$ cat config.mk
export PLATFORM = sky130hd
export DESIGN_NAME = mem_arbiter
export DESIGN_NICKNAME = d
export VERILOG_FILES = /design/src/rtl/mem_arb_pkg.sv /design/src/rtl/mem_arb_watchdog.sv /design/src/rtl/mem_arbiter.sv
export SDC_FILE = /design/constraint.sdc
export NUM_CORES = 1
export LEC_CHECK = 0
export BUFFER_PORTS_ARGS = -buffer_cell sky130_fd_sc_hd__buf_2
export CORE_AREA = 5 5 118 120
export DETAILED_ROUTE_END_ITERATION = 7
export DIE_AREA = 0 0 123 125
export GPL_ROUTABILITY_DRIVEN = 0
export PLACE_DENSITY = 0.73
export SYNTH_ARGS = -nofsm -noshare
export SYNTH_HDL_FRONTEND = slang
export SYNTH_SLANG_ARGS = --single-unit
$ cat constraint.sdc
create_clock -name clk -period 1.68 [get_ports clk]
set_input_delay 0.084 -clock clk [delete_from_list [all_inputs] [get_ports clk]]
set_output_delay 0.084 -clock clk [all_outputs]
set_load 0.01 [all_outputs]
$ cat src/rtl/mem_arb_pkg.sv
// Shared types and constants for the two-master memory arbiter.
// Timer width is derived from the watchdog limit by timer_width().
package mem_arb_pkg;

    typedef enum logic {
        IDLE = 1'b0,
        BUSY = 1'b1
    } state_t;

    typedef logic midx_t;

    localparam int          TIMEOUT_DEFAULT   = 255;
    localparam logic [31:0] ERR_RDATA_DEFAULT = 32'hDEAD_BEEF;

    // Enough bits to hold the limit itself; a disabled watchdog still gets one bit.
    function automatic int timer_width(input int timeout);
        return (timeout < 1) ? 1 : $clog2(timeout + 1);
    endfunction

endpackage

$ cat src/rtl/mem_arb_watchdog.sv
// Saturating wait-cycle counter; expire flags the cycle whose count equals the limit.
// A limit of zero disables expiry entirely.
module mem_arb_watchdog
    import mem_arb_pkg::*;
#(
    parameter int TIMEOUT_CYCLES = TIMEOUT_DEFAULT
) (
    input  logic clk,
    input  logic resetn,
    input  logic clear,
    input  logic enable,
    output logic expire
);

    localparam int           W     = timer_width(TIMEOUT_CYCLES);
    localparam logic [W-1:0] MAX   = '1;
    localparam logic [W-1:0] LIMIT = W'(TIMEOUT_CYCLES);

    logic [W-1:0] count;

    always_ff @(posedge clk or negedge resetn) begin
        if (!resetn) begin
            count <= '0;
        end else if (clear) begin
            count <= '0;
        end else if (enable && (count != MAX)) begin
            count <= count + W'(1);
        end
    end

    assign expire = (TIMEOUT_CYCLES != 0) && (count == LIMIT);

endmodule

$ cat src/rtl/mem_arbiter.sv
// Two-master round-robin arbiter in front of one memory slave port.
// The grant is held until the slave completes or the watchdog aborts.
module mem_arbiter
    import mem_arb_pkg::*;
#(
    parameter int          TIMEOUT_CYCLES = TIMEOUT_DEFAULT,
    parameter logic [31:0] ERR_RDATA      = ERR_RDATA_DEFAULT
) (
    input  logic        clk,
    input  logic        resetn,
    input  logic        m0_valid,
    input  logic        m0_instr,
    input  logic [31:0] m0_addr,
    input  logic [31:0] m0_wdata,
    input  logic [3:0]  m0_wstrb,
    output logic        m0_ready,
    output logic [31:0] m0_rdata,
    input  logic        m1_valid,
    input  logic        m1_instr,
    input  logic [31:0] m1_addr,
    input  logic [31:0] m1_wdata,
    input  logic [3:0]  m1_wstrb,
    output logic        m1_ready,
    output logic [31:0] m1_rdata,
    output logic        s_valid,
    output logic        s_instr,
    output logic [31:0] s_addr,
    output logic [31:0] s_wdata,
    output logic [3:0]  s_wstrb,
    input  logic        s_ready,
    input  logic [31:0] s_rdata,
    output logic        err_timeout,
    output logic        err_master,
    output logic        busy
);

    // Handshake: a master holds valid until its one-cycle ready; the slave
    // sees a captured request with s_valid high until s_ready (or abort).

    state_t      state, state_next;
    midx_t       g, rr_last, pick;
    logic        any_req, done, abort, expire;
    logic [31:0] resp;

    mem_arb_watchdog #(.TIMEOUT_CYCLES(TIMEOUT_CYCLES)) u_watchdog (
        .clk    (clk),
        .resetn (resetn),
        .clear  (state == IDLE),
        .enable ((state == BUSY) && !s_ready),
        .expire (expire)
    );

    // Round-robin: a tie goes to the master that did not finish last.
    always_comb begin
        any_req = m0_valid | m1_valid;
        if (m0_valid && m1_valid) begin
            pick = ~rr_last;
        end else begin
            pick = m1_valid;
        end
    end

    always_ff @(posedge clk or negedge resetn) begin
        if (!resetn) begin
            state <= IDLE;
        end else begin
            state <= state_next;
        end
    end

    always_comb begin
        state_next = state;
        case (state)
            IDLE:    if (any_req) state_next = BUSY;
            BUSY:    if (done)    state_next = IDLE;
            default: state_next = IDLE;
        endcase
    end

    // A slave ready in the expiry cycle wins over the abort.
    always_comb begin
        done     = (state == BUSY) && (s_ready || expire);
        abort    = (state == BUSY) && !s_ready && expire;
        resp     = s_ready ? s_rdata : ERR_RDATA;
        m0_ready = done && (g == 1'b0);
        m1_ready = done && (g == 1'b1);
        m0_rdata = m0_ready ? resp : 32'h0;
        m1_rdata = m1_ready ? resp : 32'h0;
        s_valid  = (state == BUSY);
        busy     = (state == BUSY);
    end

    always_ff @(posedge clk or negedge resetn) begin
        if (!resetn) begin
            g           <= 1'b0;
            rr_last     <= 1'b1;
            s_instr     <= 1'b0;
            s_addr      <= 32'h0;
            s_wdata     <= 32'h0;
            s_wstrb     <= 4'h0;
            err_timeout <= 1'b0;
            err_master  <= 1'b0;
        end else begin
            err_timeout <= abort;
            if ((state == IDLE) && any_req) begin
                g       <= pick;
                s_instr <= pick ? m1_instr : m0_instr;
                s_addr  <= pick ? m1_addr  : m0_addr;
                s_wdata <= pick ? m1_wdata : m0_wdata;
                s_wstrb <= pick ? m1_wstrb : m0_wstrb;
            end
            if (done) begin
                rr_last <= g;
            end
            if (abort) begin
                err_master <= g;
            end
        end
    end

endmodule

==> results.txt <==
----------------------------------------------------
[STA]
  Actual slew at the worst max-slew pin ... 0.5399 ns
  Count of pins over their slew limit ... 0
  Fin. Hold Viols ... 0
  Final clock period utilization by the worst path ... 1.141
  Unrepaired setup endpoints after global routing ... true
  Time the worst path needs with I/O delays and setup ... 1.917 ns
  Setup violators final ... 66
  Headroom to the max-slew limit ... 0.6391
  Fin Clk Skew ... 0.005544 ns
  Min setup slack post-route ... -0.2374 ns
  Fmax ... 521.5 MHz

[Global routing]
  Sum of overflow across all layers after global routing ... 0
  All-layer global routing usage ... 0.1890
  Initial antenna violation count ... 0
  Wire length of the first global-routing pass ... 22.96 mm
  Largest net degree at the start of global routing ... 63
  Vias in the first global route ... 4,530

[Clock tree]
  Clock root buffer ... sky130_fd_sc_hd__clkbuf_16
  Skew-Pair Late Insertion Delay ... 0.33 ns
  Number of clock sinks seen by CTS ... 82
  Post-CTS clock slew at the launch and capture registers of the worst setup and hold paths ... 0.07 ns
  Number of buffers on the longest clock path ... 2
  Number of buffers created by CTS ... 9
  CTS tree ... yes
  Count of H-tree levels built during CTS ... 3

[Layout]
  Layout cells sized above 1 ... 0.5546
  FF/Latch Area ... 0.002054 mm2
  Final cell count without fillers ... 991
  Antenna cell count ... 0
  Post-Route Utilization ... 0.5534
  Fill cell count ... 1,166
  Most frequent standard cell in the layout excluding fill and tap cells ... sky130_fd_sc_hd__buf_2
  Synthesis-to-finish area growth ... 50.48%
  Area taken by multi-input logic gates ... 0.002471 mm2
  Nets ... 986
  Top library cells by usage in the layout, fill and taps aside ... 312 x sky130_fd_sc_hd__buf_2, 82 x sky130_fd_sc_hd__nand2_1, 80 x sky130_fd_sc_hd__dfrtp_1, 72 x sky130_fd_sc_hd__mux2i_1, 70 x sky130_fd_sc_hd__o21ai_0

[Detailed routing]
  Total via count after detailed routing ... 4,590
  Number of iterations in the first detailed-routing pass ... 4
  Per-cell routed wire length ... 15.30 um
  Detailed-route vias per instance ... 4.632
  Detailed router's first-iteration violation count ... 114
  Routed WL ... 15.16 mm
  Post-route DRC violation count ... 0
  Count of antenna-violating nets left after detailed routing ... 0

[Setup path]
  Data arrival at the endpoint of the critical path ... 1.83 ns
  Type of destination of the critical path ... primary output
  Cell Chain, Critical Path ... nand4_2 -> o31a_4 -> buf_4 -> nor3_4 -> buf_2
  Kind of start point of the critical path ... flip-flop
  WS Path Type ... flip-flop to primary output
  Max stage delay cell, worst path ... sky130_fd_sc_hd__o31a_4
  Maximum fanout along the worst path ... 7
  Max stage delay on crit path ... 0.44 ns
  CP required ... 1.60 ns

[Run status]
  Violations in the final reports ... negative setup slack
  Run status ... complete, but fails checks

[Yosys]
  Nets in the synthesized netlist ... 656
  Gate count of the mapped netlist ... 480
  Unique masters post-synth ... 33
  Area of the mapped netlist ... 0.004735 mm2
  Warnings from Yosys ... 0
  Async S/R FF share, synth ... 1.000
  Avg Synthesized Cell Area ... 9.864 um2
  Number of enable-type register cells in the synthesized netlist ... 0
  Flops & latches, synth ... 82
  Top flip-flop cell by instance count after synthesis ... sky130_fd_sc_hd__dfrtp_1
  Sequential cell area fraction in the yosys report ... 0.4337

[Die]
  Horiz. Die Dim ... 123 um
  I/O pins ... 314
  Initial standard-cell utilization of the core ... 0.3677
  Core region area ... 0.01287 mm2
  Die Y-Extent ... 125 um
  Row Count ... 42
  Die area ... 0.01538 mm2

[Power]
  Sequential fraction of design power ... 0.341
  Static leakage ... 3.747 nW
  Cell area power density ... 1253 mW/mm2
  Overall power of the completed layout ... 8.929 mW
  Relative contribution of the clock network to total power ... 0.212
  Worst IR drop on VDD ... 0.0005707 V
  Cell internal power dissipation ... 5.435 mW
  Switching Power ... 3.494 mW
  Switching share of power ... 0.3913
  Portion of total power attributed to combinational logic ... 0.447

[Run]
  Number of max-capacitance violations reported ... 0

[Place]
  Number of port buffers ... 313
  Worst setup slack before clock tree synthesis ... -0.01073 ns
  Final HPWL DP ... 12.33 mm
  Number of placed instances, taps included ... 966

[Hold path]
  Class of the tightest hold or removal check ... input port to flip-flop

----------------------------------------------------
==> path summary, 6_finish.rpt <==
kind	startpoint	end	slack, ns	cells after the start
max	u_watchdog.count[6]$_DFFE_PN0P_	m1_rdata[12]	-0.24	5
min	m0_addr[28]	s_addr[28]$_DFFE_PN0P_	0.04	3
max reg2reg	u_watchdog.count[6]$_DFFE_PN0P_	rr_last$_DFFE_PN1P_	0.05	5
min reg2reg	s_wdata[23]$_DFFE_PN0P_	s_wdata[23]$_DFFE_PN0P_	0.47	2
max in group asynchronous	resetn	err_master$_DFFE_PN0P_	1.10	3
min in group asynchronous	resetn	s_wdata[5]$_DFFE_PN0P_	0.29	3
==> critical path, delay by kind of cell (launching register included) <==
| kind | cells | cell delay (ns) |
|---|---|---|
| compound gates | 1 | 0.44 |
| buf+inv | 2 | 0.35 |
| flops | 1 | 0.38 |
| simple gates | 2 | 0.34 |
==> kinds of logic (layout without fill, tap and decap cells) <==
group,Yosys count,after routing,synth area share
AOI/OAI and AO/OA,84,84,0.09672
xor gates and xnor gates,2,2,0.003700
adders and majority gates,1,1,0.002642
buffers and inverters,53,388,0.05708
DFF,82,82,0.4337
muxes,74,74,0.1570
and+or+nand+nor,184,184,0.2492
==> sequential cells by signal, summed over array words and instances (netlist names) <==
name and count:
s_instr 1, s_wstrb 4, s_addr 32, err_timeout 1, u_watchdog.count 8, err_master 1
s_wdata 32, g 1, rr_last 1, busy 1
==> repair_timing <==
action	in CTS	in global routing
resized for setup	6	6
hold buffers	1	0
hold endpoints to repair	82	0
pin swaps	1	3
setup buffers	4	4
endpoints found under the setup margin	66	67
==> final cells by class <==
type | instances | share of cell area
multi-input combinational | 345 | 0.3469
timing repair buffer | 364 | 0.2893
sequential | 82 | 0.2884
clock buffer | 10 | 0.03354
tap | 176 | 0.03091
clock inverter | 6 | 0.006849
inverter | 8 | 0.004215
==> synth_stat cells (2+ instances only) <==
master | count | area [um2]
sky130_fd_sc_hd__nand3b_1 | 2 | 15.01
sky130_fd_sc_hd__buf_6 | 7 | 78.83
sky130_fd_sc_hd__o22ai_1 | 4 | 25.02
sky130_fd_sc_hd__mux2i_1 | 72 | 720.7
sky130_fd_sc_hd__inv_1 | 8 | 30.03
sky130_fd_sc_hd__nor2_1 | 2 | 7.510
sky130_fd_sc_hd__nor3_2 | 63 | 630.6
sky130_fd_sc_hd__dfrtp_1 | 81 | 2027
sky130_fd_sc_hd__buf_1 | 5 | 18.77
sky130_fd_sc_hd__clkbuf_1 | 20 | 75.07
sky130_fd_sc_hd__nand3_1 | 4 | 20.02
sky130_fd_sc_hd__nor3_1 | 2 | 10.01
sky130_fd_sc_hd__buf_2 | 12 | 60.06
sky130_fd_sc_hd__o211ai_1 | 2 | 15.01
sky130_fd_sc_hd__o21bai_1 | 2 | 15.01
sky130_fd_sc_hd__nor2b_1 | 25 | 156.4
sky130_fd_sc_hd__xnor2_1 | 2 | 17.52
sky130_fd_sc_hd__nand2_1 | 83 | 311.6
sky130_fd_sc_hd__o21ai_0 | 70 | 350.3
==> power groups by stage <==
stage / clock network (mW) / logic [mW] / registers (mW)
after floorplan: 0 / 1.82 / 3.38
after global placement: 0 / 3.91 / 3.05
after detailed placement: 0 / 3.98 / 3.07
after CTS: 1.94 / 4.01 / 3.05
after global routing: 2.03 / 4.37 / 3.14
final: 1.89 / 3.99 / 3.05
==> through the flow <==
stage | TNS, ns | cell area, um2 | hold WS (ns)
2_1_floorplan | 0 | 4735 | -0.2116
3_3_place_gp | 0 | 6711 | 0.09730
3_5_place_dp | -0.01073 | 6711 | 0.09925
4_1_cts | -10.29 | 7071 | 0.03079
5_1_grt | -15.86 | 7124 | 0.04417
6_report | -11.59 | 7124 | 0.03863
==> per-layer routing <==
metal	vias up	part of all wire	GRT usage
li1	2313	-	-
met1	2055	0.38	0.2162
met2	209	0.52	0.3467
met3	13	0.090	0.04381
met4	0	0.012	0.05472
met5	-	0	0
Power figures use the tool's default switching activity.
